<file path="config.mk">
export PLATFORM = sky130hd
export DESIGN_NAME = cfg_loader
export DESIGN_NICKNAME = d
export VERILOG_FILES = /design/src/rtl/cfg_pkg.sv /design/src/rtl/cfg_word_assembler.sv /design/src/rtl/cfg_loader.sv
export SDC_FILE = /design/constraint.sdc
export NUM_CORES = 1
export LEC_CHECK = 0
export ABC_CLOCK_PERIOD_IN_PS = 3850
export BUFFER_PORTS_ARGS = -buffer_cell sky130_fd_sc_hd__buf_2
export CORE_UTILIZATION = 33
export CTS_CLUSTER_SIZE = 16
export DETAILED_ROUTE_END_ITERATION = 8
export PLACE_DENSITY = 0.62
export SLEW_MARGIN = 20
export SYNTH_ARGS = -nofsm -noshare
export SYNTH_HDL_FRONTEND = slang
export SYNTH_SLANG_ARGS = --single-unit
</file>
<file path="constraint.sdc">
create_clock -name clk -period 3.85 [get_ports clk]
set_clock_uncertainty 0.05 [all_clocks]
set_input_delay 0.5775 -clock clk [delete_from_list [all_inputs] [get_ports clk]]
set_output_delay 0.5775 -clock clk [all_outputs]
set_load 0.01 [all_outputs]
</file>
<file path="src/rtl/cfg_pkg.sv">
// Shared types and constants for the tile configuration loader.
// Field offsets describe the layout of one tile config word.
package cfg_pkg;

   localparam int CFG_W = 77;
   localparam logic [7:0] SYNC_BYTE = 8'hA5;

   localparam int CLB_LSB = 54;
   localparam int CLB_W   = 23;
   localparam int CBL_LSB = 36;
   localparam int CTR_LSB = 18;
   localparam int CB_W    = 18;
   localparam int SB_LSB  = 0;
   localparam int SB_W    = 18;

   typedef enum logic [2:0] {
      IDLE,
      SYNC,
      LOAD,
      WRITE,
      CSUM,
      DONE,
      ERR
   } ld_state_e;

   function automatic int nbytes(input int w);
      return (w + 7) / 8;
   endfunction

endpackage

</file>
<file path="src/rtl/cfg_word_assembler.sv">
// Collects the bytes of one config word, LSB byte first.
// The final byte is merged combinationally and its pad bits checked.
module cfg_word_assembler
   import cfg_pkg::*;
#(
   parameter int CFG_W  = 77,
   parameter int NBYTES = (CFG_W + 7) / 8,
   parameter int BW     = $clog2(NBYTES + 1)
) (
   input  logic             clk,
   input  logic             rst_n,
   input  logic             wr,
   input  logic [BW-1:0]    byte_idx,
   input  logic [7:0]       data,
   output logic [CFG_W-1:0] word,
   output logic             pad_err
);

   localparam int PAD = 8 * NBYTES - CFG_W;
   localparam logic [7:0] PAD_MASK = 8'(8'hFF << (8 - PAD));
   localparam logic [BW-1:0] LAST = BW'(NBYTES - 1);

   logic [8*(NBYTES-1)-1:0] buf_q;

   always_ff @(posedge clk or negedge rst_n) begin
      if (!rst_n) begin
         buf_q <= '0;
      end else if (wr && byte_idx < LAST) begin
         buf_q[8*int'(byte_idx) +: 8] <= data;
      end
   end

   // the last byte never lands in buf_q; it is used straight off the bus
   assign word    = {data[7-PAD:0], buf_q};
   assign pad_err = |(data & PAD_MASK);

endmodule

</file>
<file path="src/rtl/cfg_loader.sv">
// Bitstream-to-tile configuration writer: sync, per-tile words,
// one-hot write strobes and a trailing XOR checksum.
module cfg_loader
   import cfg_pkg::*;
#(
   parameter int         NUM_TILES = 16,
   parameter int         CFG_W     = 77,
   parameter logic [7:0] SYNC_BYTE = 8'hA5
) (
   input  logic                 clk,
   input  logic                 rst_n,
   input  logic                 start,
   input  logic [7:0]           bs_data,
   input  logic                 bs_valid,
   output logic                 bs_ready,
   output logic [CFG_W-1:0]     cfg_bits,
   output logic [NUM_TILES-1:0] tile_wr_en,
   output logic                 busy,
   output logic                 done,
   output logic                 err
);

   localparam int NBYTES = (CFG_W + 7) / 8;
   localparam int TW     = $clog2(NUM_TILES + 1);
   localparam int BW     = $clog2(NBYTES + 1);

   localparam logic [TW-1:0] LAST_TILE = TW'(NUM_TILES - 1);
   localparam logic [BW-1:0] LAST_BYTE = BW'(NBYTES - 1);
   localparam logic [NUM_TILES-1:0] ONE = {{(NUM_TILES-1){1'b0}}, 1'b1};

   ld_state_e        state;
   logic [TW-1:0]    tile_idx;
   logic [BW-1:0]    byte_idx;
   logic [7:0]       csum;
   logic [CFG_W-1:0] word;
   logic             pad_err;
   logic             acc;

   assign acc = bs_valid & bs_ready;

   cfg_word_assembler #(
      .CFG_W  (CFG_W),
      .NBYTES (NBYTES),
      .BW     (BW)
   ) u_asm (
      .clk      (clk),
      .rst_n    (rst_n),
      .wr       (acc && state == LOAD),
      .byte_idx (byte_idx),
      .data     (bs_data),
      .word     (word),
      .pad_err  (pad_err)
   );

   always_ff @(posedge clk or negedge rst_n) begin
      if (!rst_n) begin
         state      <= IDLE;
         tile_idx   <= '0;
         byte_idx   <= '0;
         csum       <= '0;
         cfg_bits   <= '0;
         tile_wr_en <= '0;
         bs_ready   <= 1'b0;
         busy       <= 1'b0;
         done       <= 1'b0;
         err        <= 1'b0;
      end else begin
         tile_wr_en <= '0;
         unique case (state)
            IDLE, DONE, ERR: begin
               if (start) begin
                  state    <= SYNC;
                  tile_idx <= '0;
                  byte_idx <= '0;
                  csum     <= '0;
                  bs_ready <= 1'b1;
                  busy     <= 1'b1;
                  done     <= 1'b0;
                  err      <= 1'b0;
               end
            end
            SYNC: begin
               if (acc && bs_data == SYNC_BYTE) begin
                  state <= LOAD;
               end
            end
            LOAD: begin
               if (acc) begin
                  csum <= csum ^ bs_data;
                  if (byte_idx != LAST_BYTE) begin
                     byte_idx <= byte_idx + 1'b1;
                  end else if (pad_err) begin
                     state    <= ERR;
                     bs_ready <= 1'b0;
                     busy     <= 1'b0;
                     err      <= 1'b1;
                  end else begin
                     state      <= WRITE;
                     byte_idx   <= '0;
                     cfg_bits   <= word;
                     tile_wr_en <= ONE << tile_idx;
                     bs_ready   <= 1'b0;
                  end
               end
            end
            WRITE: begin
               tile_idx <= tile_idx + 1'b1;
               bs_ready <= 1'b1;
               state    <= (tile_idx < LAST_TILE) ? LOAD : CSUM;
            end
            CSUM: begin
               if (acc) begin
                  bs_ready <= 1'b0;
                  busy     <= 1'b0;
                  if (bs_data == csum) begin
                     state <= DONE;
                     done  <= 1'b1;
                  end else begin
                     state <= ERR;
                     err   <= 1'b1;
                  end
               end
            end
            default: begin
               state    <= IDLE;
               bs_ready <= 1'b0;
               busy     <= 1'b0;
            end
         endcase
      end
   end

endmodule

</file>
# Word level (Yosys, flattened, before mapping)

Index checks and enable logic that the tools add are counted.

Output and inout bits: 97
Bits in registers: 189
Word-level logic and storage cells: 106

Eq/ne operators: 18
Bitwise logic cells: 6
$add $sub $neg: 3
$lt $le $gt $ge: 2
Shift operators: 3
Reduce and logical (&&, ||, !) cells: 20
Mux-type cells: 43

Operators by type and width:

| kind                                                                    | count |
|---|---|
| 72-bit bitwise mux                                                      | 1 |
| 8-bit by 33-bit variable shift with 72-bit output, first input constant | 1 |
| 8-bit by 33-bit indexed part select with 72-bit output                  | 1 |
| 16-bit two-way mux                                                      | 4 |
| 7-bit negation with 33-bit output                                       | 1 |
| 3-bit two-way mux                                                       | 7 |
| 4-bit two-way mux                                                       | 4 |
| 8-bit two-way mux                                                       | 2 |
| 2-bit inequality test, second input constant                            | 8 |
| 8-bit one-hot mux with 2 select lines                                   | 1 |
| 1-bit by 5-bit << shifter with 16-bit output, first input constant      | 1 |
| 1-bit two-way mux                                                       | 15 |
| 3-bit one-hot mux with 5 select lines                                   | 1 |
| 4-bit AND reduction                                                     | 3 |
| 5-bit one-hot mux with 2 select lines                                   | 1 |
| 5-bit AND reduction                                                     | 2 |
| 3-bit == test, second input constant                                    | 3 |
| 8-bit == test                                                           | 1 |
| 8-bit == test, second input constant                                    | 1 |
| 4-bit one-hot mux with 2 select lines                                   | 1 |
| 8-bit XOR                                                               | 1 |
| 7-bit AND reduction                                                     | 1 |
| 3-bit by 2-bit == test with 1-bit output, second input constant         | 2 |
| 6-bit AND reduction                                                     | 1 |
| 23 further kinds                                                        | 31 |

# Depth between registers and ports, before layout

Gate-level depths: netlist (run 1).

Word-level depth: 5
Depth in mapped cells: 10

# Modules after synthesis

A second synthesis (run 1) with hierarchy kept.

Cell total of the unflattened synthesis: 633
Area, all modules: 8,669.6 um2

Modules (own cells, without submodules):

| module             | cells an instance | area each (um2) | times used | sequential area each (um2) |
|---|---|---|---|---|
| cfg_loader         | 394               | 5,377.7         | 1          | 2,927.8 |
| cfg_word_assembler | 239               | 3,291.9         | 1          | 1,801.7 |

# Worst setup path after synthesis (run 1)

OpenSTA, ideal clock, no wires.

Path kind: register -> register
Start: register byte_idx[0]
End: register u_asm.buf_q[56]
Path slack: 1,093 ps
Setup time: 125 ps
Path buffers: 2
Data arrival time: 2,583 ps
Cell stages (with the launch flop): 8
Period minus slack after synthesis: 2,757 ps
Path through: dfrtp_1 > clkbuf_1 > clkbuf_1 > nor3_1 > ha_1 > nor3b_2 > nor4b_4 > mux2_2

Cells in the longest elaborated chain, start to end: 3

Ends and longest elaborated chain:

| element                                                                                                                            | line                     | source |
|---|---|---|
| start: declaration                                                                                                                 | cfg_loader.sv:33         | `logic [BW-1:0] byte_idx;` |
| start signal: assignment                                                                                                           | cfg_loader.sv:91         | `byte_idx <= byte_idx + 1'b1;` |
| 7-bit negation with 33-bit output                                                                                                  | cfg_word_assembler.sv:29 | `buf_q[8*int'(byte_idx) +: 8] <= data;` |
| 8-bit by 33-bit indexed part select with 72-bit output / 8-bit by 33-bit variable shift with 72-bit output (equally long branches) | cfg_word_assembler.sv:29 |  |
| 72-bit bitwise mux                                                                                                                 | cfg_word_assembler.sv:29 |  |
| end signal: indexed assignment                                                                                                     | cfg_word_assembler.sv:29 |  |
| end: declaration                                                                                                                   | cfg_word_assembler.sv:23 | `logic [8*(NBYTES-1)-1:0] buf_q;` |

Several ways; a longest one is shown, not always the timed one.
A chain may end at the register's enable or synchronous reset.

# Worst setup path in the final report (run 1)

Start: register state[2]
End: register cfg_bits[15]

Cells in the longest elaborated chain, start to end: 2

Ends and longest elaborated chain:

| element                                  | line              | source |
|---|---|---|
| start: declaration                       | cfg_loader.sv:31  | `ld_state_e state;` |
| start signal: assignment                 | cfg_loader.sv:109 | `state <= (tile_idx < LAST_TILE) ? LOAD : CSUM;` |
| 3-bit by 2-bit == test with 1-bit output | cfg_loader.sv:69  | `unique case (state)` |
| 4-bit AND reduction (no source line)     | n/a               |  |
| end signal: assignment                   | cfg_loader.sv:100 | `cfg_bits <= word;` |
| end: declaration                         | cfg_loader.sv:16  | `output logic [CFG_W-1:0] cfg_bits,` |

No other way between the ends.

==> summary.txt, run 1 <==
Status
  – Status: finished, final reports clean

Clocking
  – Cts bufs inserted: 17
  – CTS max path bufs: 2
  – CTS Sinks: around 190
  – # resized after CTS: 0
  – # hold bufs at CTS: 0
  – H-tree levels: 4
  – TritonCTS clock tree: done
  – Skew-Pair Late Insertion Delay: 0.43 ns
  – Clock Pin Slew Worst Setup and Hold Paths: about 0.070 ns
  – CTS Root Cell: clkbuf_16
  – Post-CTS Setup Repair Bufs: 0

Power
  – Internal: ~3.7 mW
  – VDD IR max: about 0.43 mV
  – PD cells: about 560 nW/um2
  – Leakage: around 4.8 nW
  – Power share of the sequential group: 41.8%
  – Comb power frac: 22.6%
  – Clock power share: a little over a third
  – NetSw: 1.81 mW
  – Sw Ratio: between 30 and 40%

Job
  – Maxcap violations: 0

Timing
  – Slew margin rel.: 41.3%
  – RSZ-0062 raised after global routing: no
  – Slew Limit Fails: 0
  – Post-Route Setup TNS: 0 ns
  – Fin worst setup slack: roughly 0.84 ns
  – Min Tclk post-route: about 3 ns
  – Final period util: between 70% and 80%
  – Fmax: 0.332 GHz
  – Hold_ws: around 0.18 ns
  – Endpoints failing setup: 0
  – Slew @ Worst Pin: about 0.88 ns
  – Final hold vios: 0

Placement
  – Placement Setup Slack: about 0.9 ns
  – Dpl hpwl: between 10,000 and 15,000 um
  – Placed instance area: 9070 um2
  – Input/output buffers: 108
  – Placer Congestion: ~0.82

Setup path
  – CP required: a little over 4 ns
  – Worst Setup Start Kind: register
  – Crit path capture type: register
  – CP arrival: 3.28 ns
  – CP Max Fanout: 83
  – Critical path type: register to register

Drt
  – Antenna-violating nets left: 0
  – DRT Pass-1 Iters: 4
  – Detailed router's first-iteration violation count: 280
  – Routed wire per std cell: between 15 and 20 um
  – Drc violations: 0
  – Via Count: ~5,600
  – Final wirelength: 18,500 um
  – Vias per cell: ~5

Logic synthesis
  – Yosys top cell area share: 57.4%
  – Cells after Synth: 717
  – Post-synthesis compound-gate area fraction: a little under 8%
  – EDFF count, synth: 0
  – Post-synthesis mux area share: between 10% and 20%
  – Yosys Warn Count: 0
  – Post-synth net total: 739
  – Post-synthesis instance area: between 8000 and 9000 um2
  – Simple logic cell fraction of the synthesized area: between 10 and 15%
  – Post-synth cell types: 60
  – Top FF cell, synth: dfrtp_1
  – Leading area contributor after synthesis: dfrtp_1
  – Sequential-to-total area share from yosys stat: 57.4%
  – Synthesis-stage register bit count: roughly 190
  – Ys async rst share: between 90% and 100%
  – Main combinational cell family by area after synthesis: multiplexers
  – Main area contributors after synthesis: dfrtp_1 57%, mux2_2 14%, nand2_1 4.3%
  – Xor/xnor share of the synthesized area: less than 1%
  – Synth Area per Inst: 11.5 um2
  – Adder-cell share of the synthesized area: around 1.5%

Global route
  – Pin count of the biggest net entering global routing: 98
  – First-pass GRT wire length: 30,700 um
  – Grt total ovfl: 0
  – Global Route Usage Sum: 15.2%
  – Initial antenna violation count: 1
  – Via count of the first global-routing pass: around 5,600

Finish
  – Share of cells above drive strength 1: about a third
  – # nets final: roughly 830
  – Post-Route Utilization: between 30% and 40%
  – Fin area: 9750 um2
  – Area delta synth->final: 18.2%

Hold path
  – Hold Crit Class: input port to async pin

Die
  – Die width: approximately 160 um
  – Die Span Y: around 160 um
  – Rows: 57
  – Initial core utilization: approximately 34%
  – Die area: approximately 26,000 um2
  – IO Pins: 109
  – Core Area: ~24,000 um2
[stage by stage]
stage          power (mW)  instances
2_1_floorplan        3.19        717
3_3_place_gp         3.54       1116
3_5_place_dp         3.56       1116
4_1_cts              5.54       1148
5_1_grt              5.79       1149
6_report             5.49       1149
[final cells by class]
| type | count | area, um2 |
|---|---|---|
| repair buffers | 117 | 642 |
| clock inverters | 15 | 249 |
| fillers | 2434 | 14600 |
| diodes | 1 | 2.50 |
| well taps | 324 | 405 |
| inverters | 18 | 67.6 |
| clock buffers | 17 | 425 |
| multi-input cells | 468 | 3220 |
| flip-flops and latches | 189 | 4730 |
[synth_stat cells, drive strengths merged (6+ instances only)]
cell / n
dfrtp: 189
mux2: 102
nand2: 95
nor2: 68
o21ai: 63
buf: 28
inv: 18
clkbuf: 14
nor3: 13
a21oi: 12
nand2b: 11
nand3: 11
ha: 10
mux2i: 8
nand4: 7
o41ai: 7
a211oi: 6
[state kept, by name, indices dropped and copies added (netlist names)]
signal,count
bs_ready,1
busy,1
byte_idx,4
cfg_bits,77
csum,8
done,1
err,1
state,3
tile_idx,5
tile_wr_en,16
u_asm.buf_q,72
[power groups by stage]
stage	clock network, mW	registers (mW)	logic [mW]
after CTS	2.01	2.29	1.24
after floorplan	0	2.23	0.968
after global routing	2.08	2.32	1.38
after detailed placement	0	2.33	1.23
final	1.95	2.30	1.24
after global placement	0	2.32	1.22
[path summary, 6_finish.rpt]
check,start,slack [ns],end,cells after the start
worst max-delay path,state[2],0.84,cfg_bits[15],5
worst min-delay path,rst_n,0.18,bs_ready,1
worst max register to register,state[2],0.84,cfg_bits[15],5
worst min register to register,u_asm.buf_q[69],0.43,u_asm.buf_q[69],2
max in group asynchronous,rst_n,2.79,cfg_bits[33],2
min in group clk,u_asm.buf_q[69],0.43,u_asm.buf_q[69],2
[logic make-up after synthesis]
kind of cell               Yosys count
xor gates and xnor gates             6
muxes                              110
adders and majority gates           10
buffers and inverters               60
DFF                                189
and+or+nand+nor                    234
AOI/OAI and AO/OA                  108
[placed cells by master (no fill, tap or decap), drive strengths merged, types with 2 or more instances in the layout]
cell | netlist | layout
and3 | 5 | 5
o41ai | 7 | 7
or3b | 2 | 2
buf | 28 | 116
clkinv | 0 | 4
xor2 | 2 | 2
dfrtp | 189 | 189
a21oi | 12 | 12
nand2b | 11 | 11
or3 | 2 | 2
nand4 | 7 | 7
o211ai | 3 | 3
nand3 | 11 | 11
o21ai | 63 | 63
clkbuf | 14 | 18
and2 | 2 | 2
xnor2 | 4 | 4
clkinvlp | 0 | 2
nor2 | 68 | 68
nor3 | 13 | 13
a32o | 2 | 2
nand3b | 3 | 3
a31oi | 4 | 4
inv | 18 | 23
nor2b | 3 | 3
a211oi | 6 | 6
mux2i | 8 | 8
ha | 10 | 10
nand2 | 95 | 95
mux2 | 102 | 102
nand4b | 2 | 2
nor3b | 3 | 3
bufinv | 0 | 4
[metal layers]
metal / wire (um) / track usage [%]
met2: 8460 / 23.2
met1: 9180 / 21.6
met5: 0 / 0
met4: 229 / 4.89
met3: 682 / 3.06
[worst max-delay path, cell delays in order, from the launching register on]
cell and delay (ns):
dfrtp_1 0.71, nor3b_2 0.46, nand2_1 0.44, nor3_2 0.37, buf_12 0.41, mux2_2 0.39
(Power assumes the default switching activity.)
==> inputs of run 2 (changes only) <==
Settings changed: ABC_CLOCK_PERIOD_IN_PS 3850 to 2700, PLACE_DENSITY 0.62 to 0.63.
Clock period 3.85 ns to 2.7 ns, I/O delays scaled along.
==> run 2 against run 1 <==
  * Via count grew 1.9%
  * Sequential cell count did not move
  * Final cell count increased by 1.9%
  * Power increased by 40%
  * Hold slack better by 0.12 ns
  * Largest power group unchanged
  * Non-clock buffer count rose by 22
  * Cell area rose by 1.1%
  * Highest routed layer unchanged
  * Utilization increased by 0.44 points
==> summary.txt, run 2 (same netlist as run 1, synthesis figures left out) <==
Die
  – Die width: 160 um
  – Die area: between 20,000 and 30,000 um2
  – Core Area: roughly 24,000 um2
  – Die Span Y: ~160 um
  – IO Pins: approximately 110
  – Initial core utilization: 33.8%
  – Rows: 57

Clocking
  – CTS Root Cell: clkbuf_16
  – Cts bufs inserted: 17
  – H-tree levels: 4
  – CTS Sinks: approximately 190
  – Clock Pin Slew Worst Setup and Hold Paths: about 0.080 ns
  – CTS max path bufs: 2
  – Post-CTS Setup Repair Bufs: 0
  – Skew-Pair Late Insertion Delay: between 0.4 and 0.5 ns
  – TritonCTS clock tree: done

Power
  – PD cells: roughly 780 nW/um2
  – Comb power frac: 26.2%
  – Clock power share: roughly 33%
  – Power share of the sequential group: roughly two fifths
  – Internal: around 5.0 mW
  – VDD IR max: ~0.45 mV
  – Leakage: between 4 and 5 nW
  – NetSw: between 2 and 3 mW
  – Sw Ratio: a little over a third

Placement
  – Placer Congestion: roughly 0.84
  – Dpl hpwl: between 10,000 and 15,000 um
  – Input/output buffers: about 110
  – Placed instance area: around 9000 um2
  – Placement Setup Slack: 0.288 ns

Setup path
  – Critical path type: register to register
  – CP max stage delay: around 0.44 ns
  – Critical path's top delay family: simple AND/OR/NAND/NOR gates
  – CP arrival: 2.73 ns
  – Reg2reg setup slack: around 0.25 ns
  – Crit path capture type: register
  – Worst Setup Start Kind: register
  – Slowest-stage cell, CP: and3_1
  – CP Max Fanout: 8
  – Crit path buf inv count: 1
  – CP required: 2.98 ns
  – CP cell instances: inv_1, ha_1, nor3b_1, a21oi_1, nor3_2, and3_1, mux2_2

Drt
  – Final wirelength: roughly 19,000 um
  – Detailed router's first-iteration violation count: about 360
  – Met3 WL: around 1100 um
  – Routed wire per std cell: 16.3 um
  – Met1 wire length: around 9200 um
  – Drc violations: 0
  – Top Metal Used: met4
  – Antenna-violating nets left: 0
  – Via Count: around 5,700
  – Wire length on met2: about 8500 um
  – DRT Pass-1 Iters: 5
  – Vias per cell: slightly below 5

Global route
  – Pin count of the biggest net entering global routing: 80
  – Global Route Usage Sum: between 10% and 20%
  – Via count of the first global-routing pass: between 5,000 and 6,000
  – First-pass GRT wire length: around 30,000 um
  – Initial antenna violation count: 1
  – Grt total ovfl: 0

Timing
  – Fmax: ~0.41 GHz
  – Slew @ Worst Pin: approximately 0.69 ns
  – Slew margin rel.: between 50% and 60%
  – Final hold vios: 0
  – Endpoints failing setup: 0
  – Final period util: between 90% and 100%
  – RSZ-0062 raised after global routing: no
  – Min Tclk post-route: between 2 and 2.5 ns
  – Fin worst setup slack: roughly 0.25 ns
  – Slew Limit Fails: 0
  – Post-Route Setup TNS: 0 ns

Finish
  – Most frequent cells in the layout: 189 x dfrtp_1, 107 x buf_2, 102 x mux2_2, 95 x nand2_1, 67 x nor2_1
  – Commonest non-fill, non-tap cell in the layout: dfrtp_1
  – Most flop-heavy register: cfg_bits
  – Filler cells: approximately 2,400
  – Area delta synth->final: 19.5%
  – Fin area: 9850 um2
  – Multi-input logic area: ~3200 um2
  – Register area: around 4700 um2
  – # nets final: 855
  – Number of flip-flops in the largest register: 77
  – Top Registers: cfg_bits (77), u_asm.buf_q (72), tile_wr_en (16)
  – Share of cells above drive strength 1: around 34%

Hold path
  – Hold Crit Class: input port to register

Status
  – Status: finished, final reports clean

Job
  – Maxcap violations: 0
## run 2: routing by layer
layer  GRT usage [%]  up-vias
met4            4.29        0
met1            21.8     2838
met3            4.13       20
met2            23.0      126
li1                -     2713
met5               0        -
## run 2: timing repair
item | in CTS | in global routing
endpoints found under the hold margin | 30 | 0
gates resized for setup | 0 | 0
endpoints found under the setup margin | 0 | 0
hold buffers | 1 | 0
## run 2: final timing paths
check | from | to | cells past startpoint
max | byte_idx[1] | u_asm.buf_q[41] | 7
min | bs_data[7] | u_asm.buf_q[7] | 3
max reg2reg | byte_idx[1] | u_asm.buf_q[41] | 7
min reg2reg | u_asm.buf_q[15] | u_asm.buf_q[15] | 2
max in group asynchronous | rst_n | cfg_bits[34] | 3
min in group asynchronous | rst_n | err | 2
## run 2: power by group through the flow
| stage | Combinational (mW) | Clock, mW | Sequential (mW) |
|---|---|---|---|
| after floorplan | 1.38 | 0 | 3.18 |
| final | 2.01 | 2.51 | 3.16 |
| after CTS | 2.02 | 2.57 | 3.16 |
| after detailed placement | 2.00 | 0 | 3.21 |
| after global placement | 2.00 | 0 | 3.20 |
| after global routing | 2.25 | 2.68 | 3.19 |
## run 2: final cells by class
class / count / share of cell area [%]
Inverter: 18 / 0.686
Clock buffer: 18 / 4.46
Clock inverter: 14 / 1.64
Sequential cell: 189 / 48.0
Antenna cell: 1 / 0.0254
Multi-Input combinational cell: 468 / 32.7
Timing Repair Buffer: 139 / 8.34
Tap cell: 324 / 4.11
## run 2: per-stage QoR
step | hold WS [ns] | instances | utilization [%] | power (mW)
6_report | 0.300 | 1171 | 40.4 | 7.68
5_1_grt | 0.316 | 1170 | 40.4 | 8.12
4_1_cts | 0.283 | 1170 | 40.4 | 7.74
3_5_place_dp | 0.293 | 1137 | 37.9 | 5.21
3_3_place_gp | 0.287 | 1137 | 37.9 | 5.21
2_1_floorplan | 0.0594 | 717 | - | 4.56
## run 2: tightest hold or removal path: stages
cell	delay (ns)
buf_2	0.18
nand2_1	0.09
mux2i_1	0.06
==> inputs of run 3 (changes only) <==
Settings changed: ABC_CLOCK_PERIOD_IN_PS 2700 to 2300, PLACE_DENSITY 0.63 to 0.62, SLEW_MARGIN 20 to 0.
Clock period 2.7 ns to 2.3 ns, I/O delays scaled along.
==> run 3 against run 2 <==
  * Sequential share of layout area fell by 1.3 points
  * Critical endpoint is now u_asm.buf_q[15]
  * Sequential power rose by 18%
  * Combinational power rose by 33%
  * Global-route usage rose by 0.33 points
  * Final cell count rose by 1.8%
==> summary.txt, run 3 (same netlist as run 1, synthesis figures left out) <==
Status
  – Status: finished, final reports clean

Power
  – VDD IR max: approximately 0.53 mV
  – PD cells: between 900 and 1000 nW/um2
  – Power consumption: ~9.4 mW
  – Leakage: a little over 5 nW

Die
  – Rows: 57
  – Die area: roughly 26,000 um2
  – Core Area: around 24,000 um2
  – Die width: between 150 and 200 um
  – Initial core utilization: 33.8%
  – IO Pins: roughly 110
  – Die Span Y: roughly 160 um

Setup path
  – Slowest-stage cell, CP: dfrtp_1
  – Crit path capture type: register
  – CP Max Fanout: 16
  – CP arrival: between 2 and 2.5 ns
  – CP required: roughly 2.6 ns
  – Critical path type: register to register
  – Most used cell, CP: buf_4
  – CP cell instances: nor3_2, ha_2, nand2_2, buf_4, nor2_2, nand4_1, buf_4, o41ai_1
  – Worst Setup Start Kind: register
  – CP max stage delay: around 0.44 ns

Drt
  – DRT Pass-1 Iters: 4
  – Detailed router's first-iteration violation count: between 200 and 300
  – Final wirelength: roughly 20,000 um
  – Vias per cell: 4.87
  – Routed wire per std cell: approximately 16 um
  – Antenna-violating nets left: 0
  – Drc violations: 0
  – Via Count: 5,804

Timing
  – RSZ-0062 raised after global routing: no
  – Final hold vios: 0
  – Min Tclk post-route: roughly 2.2 ns
  – Slew Limit Fails: 0
  – Slew margin rel.: between 50% and 60%
  – Final period util: 94.5%
  – Slew @ Worst Pin: about 0.64 ns
  – Endpoints failing setup: 0
  – Post-Route Setup TNS: 0 ns
  – Fmax: between 0.4 and 0.5 GHz

Clocking
  – H-tree levels: 4
  – Cts bufs inserted: 17
  – TritonCTS clock tree: done
  – CTS Root Cell: clkbuf_16
  – CTS Sinks: 189
  – Skew-Pair Late Insertion Delay: approximately 0.43 ns
  – Post-CTS Setup Repair Bufs: 0
  – Clock Pin Slew Worst Setup and Hold Paths: about 0.07 ns
  – CTS max path bufs: 2

Global route
  – Met3 usage in global routing: roughly 3.8%
  – Met2 GRT Util: between 20% and 30%
  – M1 GR Usage: 21.6%
  – Global Route Usage Sum: between 10% and 20%
  – Initial antenna violation count: 1
  – First-pass GRT wire length: ~32,000 um
  – Grt total ovfl: 0
  – GR peak layer: met2
  – Via count of the first global-routing pass: between 5,000 and 6,000
  – Pin count of the biggest net entering global routing: 74

Finish
  – Top Registers: cfg_bits (77), u_asm.buf_q (72), tile_wr_en (16)
  – Most flop-heavy register: cfg_bits
  – Most frequent cells in the layout: 189 x dfrtp_1, 107 x buf_2, 101 x mux2_2, 94 x nand2_1, 66 x nor2_1
  – Area delta synth->final: 22.7%
  – Commonest non-fill, non-tap cell in the layout: dfrtp_1
  – # nets final: 876
  – Number of flip-flops in the largest register: slightly below 80
  – Share of cells above drive strength 1: between 30% and 40%

Hold path
  – Hold Crit Class: input port to register

Placement
  – Placer Congestion: around 0.87
  – Input/output buffers: 108
  – Dpl hpwl: ~14,000 um

Job
  – Maxcap violations: 0
-- run 3: layer usage --
metal | share of wire [%] | wire length [um] | vias up
met4 | 0.95 | 186 | 0
met2 | 48 | 9390 | 127
met3 | 4.6 | 896 | 14
li1 | - | - | 2768
met5 | 0 | 0 | -
met1 | 46 | 9070 | 2895
-- run 3: report_power, final --
group	internal (mW)	switching [mW]
registers	3.54	0.182
logic	1.03	1.65
clock network	1.63	1.37
-- run 3: final cells by class --
class / instances / area (um2)
flip-flops and latches: 189 / 4730
multi-input cells: 469 / 3300
clock buffers: 20 / 467
repair buffers: 159 / 997
well taps: 324 / 405
inverters: 18 / 67.6
fillers: 2381 / 14300
diodes: 1 / 2.50
clock inverters: 12 / 143
-- run 3: critical path: cells and delay by family, from the launching register on --
kind | cells | cell delay (ns)
simple gates | 4 | 0.68
fa+ha+maj | 1 | 0.28
flops | 1 | 0.44
compound gates | 1 | 0.24
buf+inv | 2 | 0.37
-- run 3: repair_timing --
action	CTS	global route
gates cloned	0	1
gates resized for setup	1	5
pin swaps	0	1
endpoints found under the setup margin	8	26
hold buffers	1	0
endpoints found under the hold margin	68	0
-- run 3: metrics by stage --
stage | utilization [%] | setup WS, ns | instances | hold slack, ns | cell area (um2)
floorplan | - | -0.115 | 717 | -0.000591 | 8300
global placement | 38.7 | 0.0524 | 1157 | 0.376 | 9450
detailed placement | 38.7 | -0.00598 | 1157 | 0.381 | 9450
CTS | 41.3 | 0.0295 | 1190 | 0.214 | 10100
global route | 41.5 | 0.0229 | 1191 | 0.233 | 10100
finish | 41.5 | 0.125 | 1192 | 0.230 | 10100
-- run 3: worst paths after layout --
path	depth (start not counted)	endpoint	start	slack, ns
setup reg to reg	8	u_asm.buf_q[15]	byte_idx[1]	0.13
setup / recovery	8	u_asm.buf_q[15]	byte_idx[1]	0.13
max in group asynchronous	3	u_asm.buf_q[6]	rst_n	1.08
hold reg to reg	2	u_asm.buf_q[23]	u_asm.buf_q[23]	0.43
min in group asynchronous	2	cfg_bits[74]	rst_n	0.47
hold / removal	3	u_asm.buf_q[0]	bs_data[0]	0.23
